**src/rtl/alu_pipe.sv**
```systemverilog
// alu_pipe: valid/ready handshaked ALU with registered result and ARM-style {N,Z,C,V} flags.
// Define ALU_MUL_EN to build the iterative shift-add multiplier (CALC state); otherwise MUL returns 0.
module alu_pipe #(
    parameter int WIDTH = 32
) (
    input  logic             clk,
    input  logic             reset_n,
    input  logic             in_valid,
    output logic             in_ready,
    input  logic [2:0]       ALUControl,
    input  logic [WIDTH-1:0] SrcA,
    input  logic [WIDTH-1:0] SrcB,
    output logic             out_valid,
    input  logic             out_ready,
    output logic [WIDTH-1:0] ALUResult,
    output logic [3:0]       ALUFlags
);
    localparam int SHW = $clog2(WIDTH);

    typedef enum logic [2:0] {
        OP_ADD = 3'b000,
        OP_SUB = 3'b001,
        OP_AND = 3'b010,
        OP_ORR = 3'b011,
        OP_EOR = 3'b100,
        OP_LSL = 3'b101,
        OP_LSR = 3'b110,
        OP_MUL = 3'b111
    } op_e;

    typedef enum logic [1:0] {
        S_IDLE,
        S_CALC,
        S_DONE
    } state_e;

    state_e           state_q, state_d;
    logic [WIDTH-1:0] result_q, result_d;
    logic [3:0]       flags_q, flags_d;

    op_e              op;
    logic [SHW-1:0]   shamt;
    logic [WIDTH:0]   add_ext, sub_ext, shl_ext, shr_ext;
    logic [WIDTH-1:0] alu_res;
    logic             alu_c, alu_v;

    assign op      = op_e'(ALUControl);
    assign shamt   = SrcB[SHW-1:0];
    assign add_ext = {1'b0, SrcA} + {1'b0, SrcB};
    // Carry out of A + ~B + 1 is the inverted borrow, i.e. C=1 iff A >= B.
    assign sub_ext = {1'b0, SrcA} + {1'b0, ~SrcB} + {{WIDTH{1'b0}}, 1'b1};
    // One guard bit on the far side of each shift catches the last bit shifted out.
    assign shl_ext = {1'b0, SrcA} << shamt;
    assign shr_ext = {SrcA, 1'b0} >> shamt;

    function automatic logic [3:0] nzcv(input logic [WIDTH-1:0] r, input logic c, input logic v);
        return {r[WIDTH-1], (r == '0), c, v};
    endfunction

    // Single-cycle operations, evaluated on the live inputs and captured on accept.
    always_comb begin
        // NOTE: every output of a combinational block gets a default first so no path infers a latch.
        alu_res = '0;
        alu_c   = 1'b0;
        alu_v   = 1'b0;
        case (op)
            OP_ADD: begin
                alu_res = add_ext[WIDTH-1:0];
                alu_c   = add_ext[WIDTH];
                alu_v   = (SrcA[WIDTH-1] == SrcB[WIDTH-1]) && (alu_res[WIDTH-1] != SrcA[WIDTH-1]);
            end
            OP_SUB: begin
                alu_res = sub_ext[WIDTH-1:0];
                alu_c   = sub_ext[WIDTH];
                alu_v   = (SrcA[WIDTH-1] != SrcB[WIDTH-1]) && (alu_res[WIDTH-1] != SrcA[WIDTH-1]);
            end
            OP_AND: alu_res = SrcA & SrcB;
            OP_ORR: alu_res = SrcA | SrcB;
            OP_EOR: alu_res = SrcA ^ SrcB;
            OP_LSL: begin
                alu_res = shl_ext[WIDTH-1:0];
                alu_c   = shl_ext[WIDTH];
            end
            OP_LSR: begin
                alu_res = shr_ext[WIDTH:1];
                alu_c   = shr_ext[0];
            end
            default: alu_res = '0;
        endcase
    end

`ifdef ALU_MUL_EN
    logic [WIDTH-1:0] mcand_q, mcand_d;
    logic [WIDTH-1:0] mplier_q, mplier_d;
    logic [WIDTH-1:0] acc_q, acc_d;
    logic [SHW-1:0]   cnt_q, cnt_d;
    logic [WIDTH-1:0] acc_step;

    assign acc_step = acc_q + (mplier_q[0] ? mcand_q : '0);
`endif

    always_comb begin
        state_d  = state_q;
        result_d = result_q;
        flags_d  = flags_q;
`ifdef ALU_MUL_EN
        mcand_d  = mcand_q;
        mplier_d = mplier_q;
        acc_d    = acc_q;
        cnt_d    = cnt_q;
`endif
        case (state_q)
            S_IDLE: begin
                if (in_valid) begin
                    state_d  = S_DONE;
                    result_d = alu_res;
                    flags_d  = nzcv(alu_res, alu_c, alu_v);
`ifdef ALU_MUL_EN
                    if (op == OP_MUL) begin
                        state_d  = S_CALC;
                        result_d = result_q;
                        flags_d  = flags_q;
                        mcand_d  = SrcA;
                        mplier_d = SrcB;
                        acc_d    = '0;
                        cnt_d    = '0;
                    end
`endif
                end
            end
            S_CALC: begin
`ifdef ALU_MUL_EN
                // One multiplier bit per cycle; only the low WIDTH bits of the product are kept.
                acc_d    = acc_step;
                mcand_d  = mcand_q << 1;
                mplier_d = mplier_q >> 1;
                cnt_d    = cnt_q + SHW'(1);
                if (cnt_q == SHW'(WIDTH - 1)) begin
                    state_d  = S_DONE;
                    result_d = acc_step;
                    flags_d  = nzcv(acc_step, 1'b0, 1'b0);
                end
`else
                state_d = S_IDLE;
`endif
            end
            S_DONE: begin
                if (out_ready) state_d = S_IDLE;
            end
            default: state_d = S_IDLE;
        endcase
    end

    always_ff @(posedge clk) begin
        // NOTE: state registers use non-blocking assignments so every flop samples pre-edge values.
        if (!reset_n) begin
            state_q  <= S_IDLE;
            result_q <= '0;
            flags_q  <= '0;
`ifdef ALU_MUL_EN
            mcand_q  <= '0;
            mplier_q <= '0;
            acc_q    <= '0;
            cnt_q    <= '0;
`endif
        end else begin
            state_q  <= state_d;
            result_q <= result_d;
            flags_q  <= flags_d;
`ifdef ALU_MUL_EN
            mcand_q  <= mcand_d;
            mplier_q <= mplier_d;
            acc_q    <= acc_d;
            cnt_q    <= cnt_d;
`endif
        end
    end

    assign in_ready  = (state_q == S_IDLE);
    assign out_valid = (state_q == S_DONE);
    assign ALUResult = result_q;
    assign ALUFlags  = flags_q;

endmodule

```
**config.mk**
```make
export PLATFORM = sky130hd
export DESIGN_NAME = alu_pipe
export DESIGN_NICKNAME = d
export VERILOG_FILES = /design/src/rtl/alu_pipe.sv
export SDC_FILE = /design/constraint.sdc
export NUM_CORES = 1
export LEC_CHECK = 0
export BUFFER_PORTS_ARGS = -buffer_cell sky130_fd_sc_hd__buf_2
export CAP_MARGIN = 15
export CORE_UTILIZATION = 30
export CTS_CLUSTER_DIAMETER = 150
export DETAILED_ROUTE_END_ITERATION = 6
export SLEW_MARGIN = 30
export SYNTH_ARGS = -nofsm -noshare
export SYNTH_HDL_FRONTEND = slang
export SYNTH_SLANG_ARGS = --single-unit
```
**constraint.sdc**
```tcl
create_clock -name clk -period 6.35 [get_ports clk]
set_clock_uncertainty 0.05 [all_clocks]
set_input_delay 0.3175 -clock clk [delete_from_list [all_inputs] [get_ports clk]]
set_output_delay 0.3175 -clock clk [all_outputs]
set_load 0.02 [all_outputs]
```
==> impl.org <==
** Run status
- The run finished with clean final reports.

** Critical path
- Ordered cell list for the critical path :: buf_2 > inv_1 > buf_4 > ha_1 > or4_4 > a21oi_1 > o311ai_1 > a31oi_1 > nand2_1 > a211oi_1 > xnor2_1 > a221oi_1 > nand4_1 > or4_1 > o21ai_1
- Worst-path cell with the longest stage delay :: a221oi_1
- The number of buffers and inverters on the critical path is 3.
- Broken down by cell family, the worst path's largest delay share belongs to compound AO/OA/AOI/OAI gates.
- The worst setup path is of the input port to flip-flop kind.
- In this design, the stage delay of the slowest critical-path cell is 650 ps.
- Reg-to-Reg Start :: state_q[1]$_SDFFE_PN0P_
- Required time of the worst setup path :: 6510 ps
- Arrival time reported for the critical path endpoint :: 5170 ps
- The worst setup path is captured at a flip-flop.
- Maximum fanout count along the critical path :: 39
- Startpoint type of the worst setup path :: input port
- In this run the worst setup path begins at SrcB[2].

** Min path
- The path class of the tightest hold or removal check is input port to flip-flop.
- In this run the most critical hold path is launched from out_ready.

** Timing
- Total count of hold-check failures in the final report :: 0
- Final setup vio count :: 0
- Setup repair after global routing left no endpoint under its margin.
- Timing would allow up to 0.200 GHz.
- Clock period minus worst slack :: 5010 ps
- The final count of pins violating max slew was 0.
- Setup total negative slack on the finished layout was measured at 0 ps.
- In this run the tightest slew margin relative to its limit is 29.5%.
- For the pin with the worst max-slew slack, the measured transition is 1050 ps.
- Period Utilization, post-route :: 78.9%

** Clocking
- The clock passes through at most 2 buffers.
- Num CTS Buffers :: 5
- In this run the post-CTS setup repair buffer count came out at 0.
- The tree built by TritonCTS fans out to 36 sinks.
- Clock H-tree levels :: 2
- Number of gates given a new drive strength after cts :: 0
- Latest clock arrival within the worst-skew pair :: 270 ps
- Clock-pin slew was measured on the worst setup and hold paths at 50 ps.
- The tree is rooted in a clkbuf_16.
- # hold bufs at CTS :: 0
- TritonCTS built the clock tree.

** Synthesis
- Ranking of synthesized cells by instance count :: nor2_1, a21oi_1, nand2_1
- Netlist area before placement :: 10000 sq um
- After synthesis, the share of flip-flops with an asynchronous set or reset is 0%.
- The synthesized netlist contains 87 unique library cells.
- After synthesis, flip-flops and latches occupy 7.18% of the total area.
- Yosys warning count :: 0
- Yosys attributes the largest share of cell area to ha_1, dfxtp_1, mux4_2, nor2_1, a21oi_1.
- The largest total area in the synthesized netlist belongs to ha_1.
- Post-Synthesis Net Count :: 1600
- Yosys top cell area share :: 12.8%
- In this run the mean area of a mapped cell was 7.05 sq um.
- Among all cell types in the netlist, the one instantiated most often is nor2_1.
- In the synthesized netlist the dominant register cell turns out to be dfxtp_1.
- Counting flops and latches in the post-synthesis netlist gives 36.
- Counting flops with a built-in enable in the synthesized netlist gives 0.
- In the synthesized netlist, the number of instances is 1424.

** GRT
- The initial antenna violation count came to 2.
- Maximum number of pins on one net before global-route repair :: 83
- For this run the aggregate overflow at the end of global routing stands at 0.
- Number of global-route vias before repair :: 11100
- The first global-routing pass estimated 71000 um of wire.
- Gr usage total :: 27.6%

** Run
- Max-cap violations :: 0

** Die
- Starting Density :: 30.7%
- Chip height :: 185 um
- The floorplan step defined a die boundary enclosing 34200 sq um.
- Measured along the x axis, the die boundary spans 185 um.
- The initialized floorplan defines 66 standard-cell rows.
- For this design the top-level I/O count stands at 109.
- The core region is 32700 sq um.

** Detailed routing
- The final route contains 12100 vias.
- Per-cell via count in the routed design :: 6.40
- For this block, the routed nets add up to 48300 um of wire.
- Post-route ant nets :: 0
- In the final routed layout, each cell accounts on average for 25.6 um.
- The pre-antenna-repair detailed-routing pass consisted of 6 iterations.
- Number of violations reported at the end of detailed-routing iteration 0 :: 1899
- Post-route DRC :: 0

** Placement
- Once detailed placement completed, the half-perimeter wirelength came to 37500 um.
- Routability cong. :: 1.05
- The count of buffers added on input and output ports is 108.

** Pwr
- Dividing total power by cell area gives a power density of 140 nW/um^2.
- Total chip power :: 1530 uW
- Leakage :: 0.00471 uW
- The worst-case IR drop observed on VDD is 163 uV.

** Final layout
- Total inserted antenna cells :: 0
- Layout overhead on the synthesized area :: 9.47%
- Count of fill cells added during filler insertion :: 3608
- The net count of the finished layout is 1620.
- Share of final-layout standard cells stronger than drive strength 1 :: 14.5%
-- metrics by stage --
step / std cells / worst slack (ps) / hold WS [ps] / utilization [%] / area, sq um
6_report: 1887 / 1340 / 174 / 33.6 / 11000
3_3_place_gp: 1878 / 1170 / 386 / 33.0 / 10800
5_1_grt: 1887 / 1200 / 165 / 33.6 / 11000
4_1_cts: 1886 / 1460 / 168 / 33.5 / 11000
3_5_place_dp: 1878 / 1190 / 407 / 33.0 / 10800
2_1_floorplan: 1424 / 1850 / 367 / - / 10000
-- flip-flops by register name, indices dropped and copies added, names as in the netlist --
name and cells:
ALUFlags 3, ALUResult 32, state_q 1
-- cell families after synthesis --
| logic type | count (synthesis) | share of synthesized area [%] |
|---|---|---|
| adders and majority gates | 105 | 13.2 |
| xor gates and xnor gates | 23 | 2.01 |
| muxes | 108 | 14.8 |
| DFF | 36 | 7.18 |
| buffers and inverters | 217 | 8.87 |
| AOI/OAI and AO/OA | 495 | 33.4 |
| and+or+nand+nor | 440 | 20.5 |
-- placed cells by master (no fill, tap or decap), drive strengths merged, types with 40 or more instances in the layout --
cell and count:
nor2 164, buf 128, a21oi 118, nand2 110, ha 103, inv 101
o21ai 76, mux2i 58, a211oi 48, a22oi 40
-- final cells by class --
| class | instances | area (sq um) | area share [%] |
|---|---|---|---|
| Sequential cell | 36 | 721 | 6.56 |
| Clock buffer | 6 | 129 | 1.17 |
| Multi-Input combinational cell | 1171 | 8450 | 76.9 |
| Tap cell | 442 | 553 | 5.03 |
| Inverter | 102 | 383 | 3.48 |
| Timing Repair Buffer | 128 | 723 | 6.58 |
| Clock inverter | 2 | 35.0 | 0.319 |
-- layer usage --
layer  GRT usage [%]  vias to the layer above  share of wire [%]
li1                -                     5358                  -
met3            5.19                      114                 11
met2            41.8                      800                 42
met1            39.4                     5809                 44
met5               0                        -                  0
met4            8.10                        0                3.3
-- worst register-to-register path: cells and delay by family, from the launching register on --
family          cells  cell delay, ps
simple gates        8            1900
buf+inv             2             300
flops               1             360
compound gates      1             140
-- power by group --
part / total [uW] / internal, uW / switching [uW]
sequential: 256 / 246 / 10.1
clock: 271 / 184 / 86.3
combinational: 1010 / 338 / 670
total: 1530 / 768 / 767
-- path summary, 6_finish.rpt --
| check | endpoint | slack [ps] | cells past startpoint |
|---|---|---|---|
| min reg2reg | ALUFlags[0]$_SDFFE_PN0P_ | 410 | 2 |
| max | ALUFlags[2]$_SDFFE_PN0P_ | 1340 | 15 |
| min | state_q[1]$_SDFFE_PN0P_ | 170 | 2 |
| max reg2reg | ALUFlags[2]$_SDFFE_PN0P_ | 3540 | 11 |
Note: power is estimated with default switching activity, not from simulation.
